File: src/rtl/sap1_datapath_if.sv
// SAP-1 datapath interface: control word and program-load port in,
// opcode, output register, bus debug and flags out.
interface sap1_datapath_if #(
    parameter int unsigned DATA_W = 8
);
    logic [11:0]       control_signal;
    logic              prog_we;
    logic [3:0]        prog_addr;
    logic [DATA_W-1:0] prog_data;
    logic [3:0]        opcode;
    logic [DATA_W-1:0] out_port;
    logic [DATA_W-1:0] bus_dbg;
    logic              bus_conflict;
    logic              carry_flag;
    logic              zero_flag;

    // Control unit / bench side
    modport master (
        output control_signal, prog_we, prog_addr, prog_data,
        input  opcode, out_port, bus_dbg, bus_conflict, carry_flag, zero_flag
    );

    // Datapath side
    modport slave (
        input  control_signal, prog_we, prog_addr, prog_data,
        output opcode, out_port, bus_dbg, bus_conflict, carry_flag, zero_flag
    );
endinterface

File: src/rtl/sap1_datapath.sv
// SAP-1 datapath: PC, MAR, 16x8 RAM, IR, A, B, ALU and output register on a
// shared W-bus, fully sequenced by the 12-bit control word.
// Optional ALU flags are enabled by defining SAP1_FLAGS_EN.
module sap1_datapath #(
    parameter int unsigned RAM_DEPTH = 16,
    parameter int unsigned DATA_W    = 8
) (
    input  logic             clk,
    input  logic             reset,
    sap1_datapath_if.slave   bus_if
);
    // Control word {Cp,Ep,Lm_n,CE_n,Li_n,Ei_n,La_n,Ea,Su,Eu,Lb_n,Lo_n}, normalised to active-high
    logic cp, ep, lm, ce, li, ei, la, ea, su, eu, lb, lo;
    assign cp = bus_if.control_signal[11];
    assign ep = bus_if.control_signal[10];
    assign lm = ~bus_if.control_signal[9];
    assign ce = ~bus_if.control_signal[8];
    assign li = ~bus_if.control_signal[7];
    assign ei = ~bus_if.control_signal[6];
    assign la = ~bus_if.control_signal[5];
    assign ea = bus_if.control_signal[4];
    assign su = bus_if.control_signal[3];
    assign eu = bus_if.control_signal[2];
    assign lb = ~bus_if.control_signal[1];
    assign lo = ~bus_if.control_signal[0];

    logic [3:0]        pc_q, pc_d, mar_q, mar_d;
    logic [DATA_W-1:0] ir_q, ir_d, a_q, a_d, b_q, b_d, out_q, out_d;
    logic [DATA_W-1:0] ram_q [RAM_DEPTH];
    logic [DATA_W-1:0] ram_rd, alu_res, bus;
    logic [4:0]        drv;

    assign ram_rd = ram_q[mar_q];

`ifdef SAP1_FLAGS_EN
    logic [DATA_W:0] alu_full;
    logic            carry_q, carry_d, zero_q, zero_d;

    // ALU with carry-out; subtract as A + ~B + 1 so carry means no borrow
    always_comb begin
        if (su) begin
            alu_full = {1'b0, a_q} + {1'b0, ~b_q} + {{DATA_W{1'b0}}, 1'b1};
        end else begin
            alu_full = {1'b0, a_q} + {1'b0, b_q};
        end
    end
    assign alu_res = alu_full[DATA_W-1:0];

    // Flags follow the ALU whenever its result is loaded into A
    always_comb begin
        carry_d = carry_q;
        zero_d  = zero_q;
        if (reset) begin
            carry_d = 1'b0;
            zero_d  = 1'b0;
        end else if (la && eu) begin
            carry_d = alu_full[DATA_W];
            zero_d  = (alu_res == '0);
        end
    end

    // Flag registers
    always_ff @(posedge clk) begin
        carry_q <= carry_d;
        zero_q  <= zero_d;
    end

    assign bus_if.carry_flag = carry_q;
    assign bus_if.zero_flag  = zero_q;
`else
    // Plain modulo-2^DATA_W ALU, no flags
    always_comb begin
        alu_res = su ? (a_q - b_q) : (a_q + b_q);
    end

    assign bus_if.carry_flag = 1'b0;
    assign bus_if.zero_flag  = 1'b0;
`endif

    // W-bus: fixed priority Ep > RAM > IR > A > ALU; conflict if >1 driver
    always_comb begin
        drv = {ep, ce, ei, ea, eu};
        bus = '0;
        if (ep) begin
            bus = {{(DATA_W-4){1'b0}}, pc_q};
        end else if (ce) begin
            bus = ram_rd;
        end else if (ei) begin
            bus = {{(DATA_W-4){1'b0}}, ir_q[3:0]};
        end else if (ea) begin
            bus = a_q;
        end else if (eu) begin
            bus = alu_res;
        end
    end

    // Register next-state; every load samples the same pre-edge bus, reset wins
    always_comb begin
        pc_d  = pc_q;
        mar_d = mar_q;
        ir_d  = ir_q;
        a_d   = a_q;
        b_d   = b_q;
        out_d = out_q;
        if (reset) begin
            pc_d  = '0;
            mar_d = '0;
            ir_d  = '0;
            a_d   = '0;
            b_d   = '0;
            out_d = '0;
        end else begin
            if (cp) pc_d  = pc_q + 4'd1;
            if (lm) mar_d = bus[3:0];
            if (li) ir_d  = bus;
            if (la) a_d   = bus;
            if (lb) b_d   = bus;
            if (lo) out_d = bus;
        end
    end

    // Datapath registers
    always_ff @(posedge clk) begin
        pc_q  <= pc_d;
        mar_q <= mar_d;
        ir_q  <= ir_d;
        a_q   <= a_d;
        b_q   <= b_d;
        out_q <= out_d;
    end

    // Program RAM: written only from the load port, not cleared by reset
    always_ff @(posedge clk) begin
        if (bus_if.prog_we) begin
            ram_q[bus_if.prog_addr] <= bus_if.prog_data;
        end
    end

    assign bus_if.opcode       = ir_q[DATA_W-1:DATA_W-4];
    assign bus_if.out_port     = out_q;
    assign bus_if.bus_dbg      = bus;
    assign bus_if.bus_conflict = ((drv & (drv - 5'd1)) != 5'd0);

endmodule

File: src/flat_wrapper.sv
// flat-port wrapper written by rule: the top's interface ports become plain ports
module sap1_datapath_flat 
#(
    parameter int unsigned RAM_DEPTH = 16,
    parameter int unsigned DATA_W    = 8
)
  (clk, reset, bus_if_control_signal, bus_if_prog_we, bus_if_prog_addr, bus_if_prog_data, bus_if_opcode, bus_if_out_port, bus_if_bus_dbg, bus_if_bus_conflict, bus_if_carry_flag, bus_if_zero_flag);
  sap1_datapath_if #(.DATA_W(DATA_W)) bus_if_i ();
  input  logic clk;
  input  logic reset;
  input wire logic [$bits(bus_if_i.control_signal)-1:0] bus_if_control_signal;
  input wire logic [$bits(bus_if_i.prog_we)-1:0] bus_if_prog_we;
  input wire logic [$bits(bus_if_i.prog_addr)-1:0] bus_if_prog_addr;
  input wire logic [$bits(bus_if_i.prog_data)-1:0] bus_if_prog_data;
  output wire logic [$bits(bus_if_i.opcode)-1:0] bus_if_opcode;
  output wire logic [$bits(bus_if_i.out_port)-1:0] bus_if_out_port;
  output wire logic [$bits(bus_if_i.bus_dbg)-1:0] bus_if_bus_dbg;
  output wire logic [$bits(bus_if_i.bus_conflict)-1:0] bus_if_bus_conflict;
  output wire logic [$bits(bus_if_i.carry_flag)-1:0] bus_if_carry_flag;
  output wire logic [$bits(bus_if_i.zero_flag)-1:0] bus_if_zero_flag;
  assign bus_if_i.control_signal = bus_if_control_signal;
  assign bus_if_i.prog_we = bus_if_prog_we;
  assign bus_if_i.prog_addr = bus_if_prog_addr;
  assign bus_if_i.prog_data = bus_if_prog_data;
  assign bus_if_opcode = bus_if_i.opcode;
  assign bus_if_out_port = bus_if_i.out_port;
  assign bus_if_bus_dbg = bus_if_i.bus_dbg;
  assign bus_if_bus_conflict = bus_if_i.bus_conflict;
  assign bus_if_carry_flag = bus_if_i.carry_flag;
  assign bus_if_zero_flag = bus_if_i.zero_flag;
  sap1_datapath #(.RAM_DEPTH(RAM_DEPTH), .DATA_W(DATA_W)) u_core (.clk(clk), .reset(reset), .bus_if(bus_if_i));
endmodule
File: config.mk
export PLATFORM = sky130hd
export DESIGN_NAME = sap1_datapath_flat
export DESIGN_NICKNAME = d
export VERILOG_FILES = /design/src/rtl/sap1_datapath_if.sv /design/src/rtl/sap1_datapath.sv /design/src/flat_wrapper.sv
export SDC_FILE = /design/constraint.sdc
export NUM_CORES = 1
export LEC_CHECK = 0
export CORE_MARGIN = 1.5
export CORE_UTILIZATION = 41
export DETAILED_ROUTE_END_ITERATION = 10
export PLACE_DENSITY = 0.62
export SYNTH_ARGS = -nofsm -noshare
export SYNTH_HDL_FRONTEND = slang
export SYNTH_SLANG_ARGS = --single-unit
File: constraint.sdc
create_clock -name clk -period 3.4 [get_ports clk]
set_input_delay 0.68 -clock clk [delete_from_list [all_inputs] [get_ports clk]]
set_output_delay 0.68 -clock clk [all_outputs]
set_load 0.05 [all_outputs]
==> out/results.tsv, run 1 <==
metric	value	unit
critPathArrivalTime	2980	ps
top_layer	met4	
die_width	137	um
synth.most_common_cell	edfxtp_1	
cp-end-kind	primary output	
synth_top_area_cell	edfxtp_1	
gp_congestion	0.867	
post-route-period-util	108	%
synth-seq-cells	172	
ys.flop_type	edfxtp_1	
syn2layout_area_growth	25.6	%
worstSetupPathType	flip-flop to primary output	
drc_errors	0	
synthArstFlopShare	0	%
violations	setup timing	
cts.clk_slew.worst_paths	60	ps
drv_cap	0	
cts-htree-levels	4	
postRouteAntennaNets	0	
wirelength	16900	um
antenna_found_initial	0	
synth_area_leaders	edfxtp_1 (52%), dfxtp_1 (12%), mux4_2 (11%), nor2_1 (1.9%), a21oi_1 (1.7%)	
ir_drop	0.380	mV
netlist_area	0.00740	sq mm
hold_class	flip-flop to flip-flop	
wl_met3	891	um
avgSynthCellArea	14.3	sq um
grt_first_pass_wirelength	26500	um
yosysSeqAreaShare	63.8	%
grt_pass1_vias	4870	
grt_usage	19.3	%
min_period	3660	ps
drive_gt1_share	27.7	%
synthCells	516	
via_count	4794	
numClockSinks	172	
power_density	550	mW/mm^2
finalHoldViolCount	0	
status	finished with violations	
cp-start-kind	flip-flop	
hold_buffers	0	
die-height	137	um
overflow	0	
maxSlewViolCount	0	
die-area	0.0189	sq mm
cts_buffer_depth	2	
firstDrtPassIters	5	
dr_wl_met2	8720	um
synth_edf_count	128	
synth_top_cell_area_share	51.9	%
cp.required	2720	ps
cts-buffers-inserted	17	
dp_hpwl	11300	um
setup_ws	-264	ps
setup_viol	6	
antenna_cells	0	
grt_start_max_net_pins	33	
r2r_slack	510	ps
rsz0062_at_grt	yes	
holdWs	468	ps
fin_skew	6.72	ps
portBuffers	47	
dp_slack	-703	ps
cts-root-buf	clkbuf_16	
start_util	42.3	%
core	0.0175	sq mm
drt-vias-per-instance	5.67	
synthTopCellsByCount	edfxtp_1 (128), dfxtp_1 (44), nor2_1 (38)	
timing.slew.headroom	45.0	%
clock_latency	420	ps
cp_max_fo	3	
drtIter0Drc	308	
leakagePower	3.11	nW
met1_length	6900	um
synth_cell_types	50	
wire_per_inst	20.0	um
nNetsFinal	644	
cts_tree	built	
fp-row-count	48	
max_freq	0.273	GHz
tightest_slew	823	ps
finish.utilization	53.2	%
num_io_pins	50	
yosys_warnings	0	
final timing paths:
kind | startpoint | depth (start not counted) | to
worst max-delay path | u_core.b_q[1] | 13 | bus_if_bus_dbg[6]
worst min-delay path | u_core.bus_if.out_port[4] | 2 | u_core.bus_if.out_port[4]
worst max register to register | u_core.b_q[1] | 11 | flip-flop
worst min register to register | u_core.bus_if.out_port[4] | 2 | u_core.bus_if.out_port[4]
metrics by stage:
step | cells | area [sq um] | power, mW | TNS [ps]
final | 845 | 9290 | 5.11 | -882
after global routing | 845 | 9290 | 5.28 | -1680
after CTS | 847 | 9240 | 5.12 | -1120
after detailed placement | 808 | 8470 | 3.08 | -4330
after global placement | 808 | 8470 | 3.06 | -3850
after floorplan | 517 | 7430 | 2.80 | -155
registers in the layout (all words and copies together) (netlist names), named ones only:
signal	cells
u_core.b_q	8
u_core.bus_if.out_port	8
u_core.mar_q	4
u_core.ram_q	128
u_core.ir_q	8
u_core.pc_q	4
u_core.a_q	8
cells by family (layout without fill, tap and decap cells):
kind of cell	Yosys count	after routing	share of synthesized area (%)
AND/OR/NAND/NOR	121	121	7.91
other	1	2	0.0507
multiplexers	46	46	12.4
XOR/XNOR	11	11	1.30
adder cells (fa/ha/maj)	10	10	1.79
buffers and inverters	53	156	3.36
flip-flops	172	172	63.8
AO/OA/AOI/OAI	102	102	9.35
what timing repair did:
item,4_1_cts,5_1_grt
endpoints found under the setup margin,7,8
pin swaps,26,23
resized for setup,31,14
setup buffers,7,0
routing by layer:
metal  track usage [%]  vias to the layer above
met4              6.37                        0
met5                 0                        -
li1                  -                     2191
met1              23.3                     2420
met3              4.34                       27
met2              34.1                      156
final cells by class:
| class | instances | area [sq um] |
|---|---|---|
| flip-flops and latches | 172 | 4730 |
| inverters | 22 | 82.6 |
| repair buffers | 102 | 982 |
| fillers | 1421 | 8190 |
| well taps | 225 | 282 |
| clock inverters | 9 | 104 |
| multi-input cells | 292 | 2590 |
| clock buffers | 23 | 520 |
critical path, cell delays in order, from the launching register on:
cell and delay [ps]:
dfxtp_2 330, buf_6 120, nor3_4 180, nor2_1 70
xnor2_1 120, ha_1 330, buf_6 120, o21a_1 150
o31a_1 120, or4_4 440, a21oi_2 170, a211oi_2 80
nor2_2 170, buf_12 150
cells in the final DEF, fill, tap and decap left out, types with 4 or more instances in the layout:
cell type and count:
edfxtp_1 128, buf_4 49, dfxtp_1 41, clkdlybuf4s50_1 37, mux4_2 36, nor2_1 33
nand2_1 29, inv_1 20, a21oi_1 20, clkbuf_16 19, or3_1 16, o21ai_0 13
nor3_1 11, o22ai_1 11, a311oi_1 10, buf_12 8, xnor2_1 7, o211ai_1 7
buf_6 7, mux2i_1 6, nand3b_1 6, ha_1 6, nor2_2 5, o31ai_1 5
a311o_1 5, a31oi_1 4, o21ai_1 4, nand4_1 4, a21oi_2 4
where the power goes:
group / internal, mW / switching (mW)
Combinational: 0.350 / 0.403
Clock: 1.23 / 0.771
Sequential: 2.32 / 0.0374
Total: 3.89 / 1.21
No activity file was read; power rests on OpenSTA's default activity.
==> inputs of run 2 (changes only) <==
--- a/config.mk
+++ b/config.mk
@@ -8,7 +8,7 @@
 export CORE_MARGIN = 1.5
 export CORE_UTILIZATION = 41
 export DETAILED_ROUTE_END_ITERATION = 10
-export PLACE_DENSITY = 0.62
+export PLACE_DENSITY = 0.64
 export SYNTH_ARGS = -nofsm -noshare
 export SYNTH_HDL_FRONTEND = slang
 export SYNTH_SLANG_ARGS = --single-unit
==> constraint.sdc (replaced) <==
create_clock -name clk -period 3.2 [get_ports clk]
set_input_delay 0.64 -clock clk [delete_from_list [all_inputs] [get_ports clk]]
set_output_delay 0.64 -clock clk [all_outputs]
set_load 0.05 [all_outputs]
==> run 2 against run 1 <==
  * The run still ends with setup timing left
  * Global-route usage is 0.12 points lower
  * Non-clock buffer count is 5 higher
  * Clock power is 3% lower
  * Flip-flop and latch count stayed put
  * Final cell count is 0.59% higher
  * Via count is 1.4% lower
  * Hold slack worse by 0.91 ps
  * Die area stayed put
  * Total power is 3.1% higher
  * Largest power group unchanged
  * Highest routed layer unchanged
==> out/results.tsv, run 2 (synthesized netlist as in run 1, its figures left out) <==
metric	value	unit
status	finished with violations	
firstDrtPassIters	4	
dp_slack	-791	ps
fin_cells	850	
power_density	564	mW/mm^2
rsz0062_at_grt	yes	
die-height	137	um
fin_area	0.00934	sq mm
hold_buffers	0	
cts-root-buf	clkbuf_16	
hold_class	flip-flop to flip-flop	
grt_usage	19.2	%
r2r-start	u_core.b_q[0]	
start_util	42.3	%
portBuffers	47	
largest_register_ffs	128	
layout_common_cells	edfxtp_1 (128), buf_4 (53), dfxtp_1 (41), clkdlybuf4s50_1 (37), mux4_2 (36)	
drc_errors	0	
final_common_cell	edfxtp_1	
drive_gt1_share	28.6	%
cp-end-kind	primary output	
finalHoldViolCount	0	
cp.required	2560	ps
cp-start-kind	flip-flop	
min_period	3500	ps
cp_slowest_cell	fa_2	
grt_first_pass_wirelength	26300	um
grt_start_max_net_pins	27	
cts-htree-levels	4	
dp_hpwl	11300	um
maxSlewViolCount	0	
fp-row-count	48	
switchingPower	1.31	mW
swShare	25.0	%
clockPowerShare	37.1	%
clock_latency	430	ps
cts_buffer_depth	2	
die_width	137	um
timing.slew.headroom	48.7	%
worstSetupPathType	flip-flop to primary output	
setup_ws	-301	ps
critPathArrivalTime	2860	ps
tightest_slew	768	ps
cts-buffers-inserted	17	
drv_cap	0	
core	0.0175	sq mm
wirelength	16800	um
largest_register	u_core.ram_q	
cts.clk_slew.worst_paths	60	ps
fin_skew	9.05	ps
cp-startpoint	u_core.b_q[0]	
power	5.26	mW
cp_top_family	compound AO/OA/AOI/OAI gates	
antenna_found_initial	0	
wire_per_inst	19.8	um
die-area	0.0189	sq mm
grt_pass1_vias	4864	
via_count	4726	
cts_tree	built	
sequentialPowerShare	47.5	%
p_int	3.95	mW
cp_max_fo	3	
max_freq	0.286	GHz
setup_viol	7	
cp_num_buf_inv	2	
nNetsFinal	649	
ir_drop	0.396	mV
combinationalPowerShare	15.3	%
violations	setup timing	
antenna_cells	0	
num_io_pins	50	
postRouteAntennaNets	0	
gp_congestion	0.841	
post-route-period-util	109	%
place_area	0.00855	sq mm
dp.cells	814	
tns	-1500	ps
drtIter0Drc	269	
drt-vias-per-instance	5.56	
overflow	0	
leakagePower	3.12	nW
min-delay-start	u_core.mar_q[2]	
max_stage_delay	390	ps
syn2layout_area_growth	26.2	%
path_cells	inv_2, ha_4, mux2_4, fa_2, nor2b_4, o21ai_1, a211o_1, a211oi_2, nor2_2, nor2_4, buf_12	
numClockSinks	172	
run 2: routing by layer:
metal / part of all wire [%] / global-route usage, % / vias to the layer above / wire [um]
met4: 2.1 / 6.90 / 0 / 346
met2: 52 / 33.4 / 137 / 8700
li1: - / - / 2195 / -
met3: 4.7 / 4.34 / 28 / 784
met5: 0 / 0 / - / 0
met1: 42 / 23.4 / 2366 / 7010
run 2: cell type report:
cell class | instances | area [sq um]
Tap cell | 225 | 282
Clock buffer | 20 | 489
Fill cell | 1412 | 8140
Inverter | 22 | 82.6
Timing Repair Buffer | 107 | 1050
Clock inverter | 12 | 85.1
Multi-Input combinational cell | 292 | 2620
Sequential cell | 172 | 4730
run 2: tightest hold or removal path, cell delays in order, from the launching register on:
cell,delay [ps]
dfxtp_1,300
nand2_1,50
a21oi_1,60
run 2: power by group through the flow:
stage          Combinational, mW  Sequential, mW  Clock [mW]
6_report                   0.807            2.50        1.95
5_1_grt                    0.869            2.51        2.08
4_1_cts                    0.795            2.50        1.98
3_5_place_dp               0.739            2.55           0
3_3_place_gp               0.726            2.54           0
2_1_floorplan              0.435            2.55           0
run 2: stage by stage:
step	hold WS, ps	utilization, %
2_1_floorplan	438	-
3_3_place_gp	452	48.9
3_5_place_dp	458	48.9
4_1_cts	473	53.1
5_1_grt	496	53.4
6_report	467	53.4
run 2: final timing paths:
| kind | cells past startpoint | slack, ps | endpoint |
|---|---|---|---|
| worst max-delay path | 11 | -300 | bus_if_bus_dbg[4] |
| worst min-delay path | 2 | 470 | flip-flop |
| worst max register to register | 12 | 200 | u_core.mar_q[2] |
| worst min register to register | 2 | 470 | flip-flop |
run 2: repair_timing:
item | in CTS | in global routing
pin swaps | 17 | 3
gates resized for setup | 42 | 5
gates cloned | 0 | 1
setup endpoints to repair | 8 | 8
buffers inserted | 3 | 1
==> inputs of run 3 (changes only) <==
--- a/config.mk
+++ b/config.mk
@@ -5,10 +5,11 @@
 export SDC_FILE = /design/constraint.sdc
 export NUM_CORES = 1
 export LEC_CHECK = 0
-export CORE_MARGIN = 1.5
+export CORE_MARGIN = 2
 export CORE_UTILIZATION = 41
 export DETAILED_ROUTE_END_ITERATION = 10
 export PLACE_DENSITY = 0.64
+export SLEW_MARGIN = 5
 export SYNTH_ARGS = -nofsm -noshare
 export SYNTH_HDL_FRONTEND = slang
 export SYNTH_SLANG_ARGS = --single-unit
==> run 3 against run 2 <==
  * The flow still finishes with violations (setup timing)
  * Utilization shrank 0.85 points
  * Die area grew 1.5%
  * Hold slack gained 1.8 ps
  * Worst setup slack lost 100 ps
  * Highest routed layer unchanged
==> out/results.tsv, run 3 (synthesized netlist as in run 1, its figures left out) <==
metric	value	unit
status	finished with violations	
violations	setup timing	
post-route-period-util	113	%
setup_viol	7	
grt_first_pass_wirelength	27000	um
syn2layout_area_growth	26.7	%
cts-buffers-inserted	17	
finalHoldViolCount	0	
postRouteAntennaNets	0	
cts-root-buf	clkbuf_16	
cts-htree-levels	4	
grt_usage	18.6	%
cp-end-kind	primary output	
combinationalPowerShare	15.0	%
worstSetupPathType	flip-flop to primary output	
critPathArrivalTime	2960	ps
gp_congestion	0.891	
firstDrtPassIters	6	
cp-start-kind	flip-flop	
hold_class	flip-flop to flip-flop	
final_common_cell	edfxtp_1	
clock_latency	440	ps
start_util	41.5	%
drive_gt1_share	28.9	%
drc_errors	0	
swShare	25.3	%
num_io_pins	50	
portBuffers	47	
sequentialPowerShare	45.5	%
setup_ws	-403	ps
dp_slack	-748	ps
p_int	4.10	mW
place_area	0.00856	sq mm
maxSlewViolCount	0	
power_density	586	mW/mm^2
cts.clk_slew.worst_paths	70	ps
numClockSinks	172	
core	0.0178	sq mm
antenna_cells	0	
max_freq	0.278	GHz
wirelength	17400	um
die-height	138	um
largest_register_ffs	128	
holdWs	469	ps
grt_start_max_net_pins	27	
cts_buffer_depth	2	
drt-vias-per-instance	5.64	
largest_register	u_core.ram_q	
timing.slew.headroom	57.5	%
fin_skew	8.87	ps
cp_max_fo	3	
grt_pass1_vias	4799	
die_width	138	um
rsz0062_at_grt	yes	
clockPowerShare	39.5	%
tns	-2120	ps
cts_tree	built	
overflow	0	
fp-row-count	49	
dp_hpwl	11600	um
switchingPower	1.39	mW
antenna_found_initial	0	
layout_common_cells	edfxtp_1 (128), buf_4 (51), dfxtp_1 (40), clkdlybuf4s50_1 (37), mux4_2 (36)	
ir_drop	0.361	mV
cp.required	2560	ps
drtIter0Drc	385	
hold_buffers	0	
leakagePower	3.12	nW
die-area	0.0191	sq mm
tightest_slew	636	ps
fin_area	0.00938	sq mm
drv_cap	0	
min_period	3600	ps
finish.utilization	52.6	%
via_count	4804	
nNetsFinal	647	
wire_per_inst	20.4	um
-- run 3: stage by stage --
stage / power, mW / cells
2_1_floorplan: 2.98 / 517
3_3_place_gp: 3.27 / 816
3_5_place_dp: 3.29 / 816
4_1_cts: 5.49 / 849
5_1_grt: 5.69 / 852
6_report: 5.49 / 852
-- run 3: layout make-up --
cell class	instances	area [sq um]
Fill cell	1429	8460
Sequential cell	172	4730
Multi-Input combinational cell	292	2610
Timing Repair Buffer	105	1040
Clock buffer	17	425
Tap cell	229	287
Clock inverter	15	204
Inverter	22	82.6
-- run 3: path summary, 6_finish.rpt --
| path | start | endpoint | slack (ps) | cells past startpoint |
|---|---|---|---|---|
| min | u_core.ir_q[4] | u_core.ir_q[4] | 470 | 2 |
| min reg2reg | u_core.ir_q[4] | u_core.ir_q[4] | 470 | 2 |
| max | u_core.b_q[1] | bus_if_bus_dbg[6] | -400 | 13 |
| max reg2reg | u_core.b_q[0] | u_core.mar_q[2] | 220 | 12 |
-- run 3: power groups by stage --
| stage | Clock [mW] | Combinational (mW) | Sequential [mW] |
|---|---|---|---|
| 2_1_floorplan | 0 | 0.435 | 2.55 |
| 4_1_cts | 2.21 | 0.789 | 2.50 |
| 6_report | 2.17 | 0.822 | 2.50 |
| 3_5_place_dp | 0 | 0.745 | 2.55 |
| 5_1_grt | 2.31 | 0.875 | 2.51 |
| 3_3_place_gp | 0 | 0.727 | 2.54 |
-- run 3: what timing repair did --
action	CTS	global route
pin swaps	20	24
endpoints found under the setup margin	7	8
gates resized for setup	32	15
setup buffers	2	4
-- run 3: critical path, cell delays in order, from the launching register on --
cell and delay [ps]:
dfxtp_2 330, buf_6 120, nor3_4 220, nor2_2 60, xnor2_1 170, ha_1 280, o21a_1 190, o31a_1 130
buf_4 150, or4_4 410, a21oi_2 150, a211oi_2 70, nor2_4 120, buf_12 140
-- run 3: per-layer routing --
metal  vias up  GRT usage [%]  part of all wire, %
met4         0           5.10                  1.7
met3        31           5.26                  5.9
met1      2403           23.6                   41
li1       2195              -                    -
met5         -              0                    0
met2       175           31.6                   51
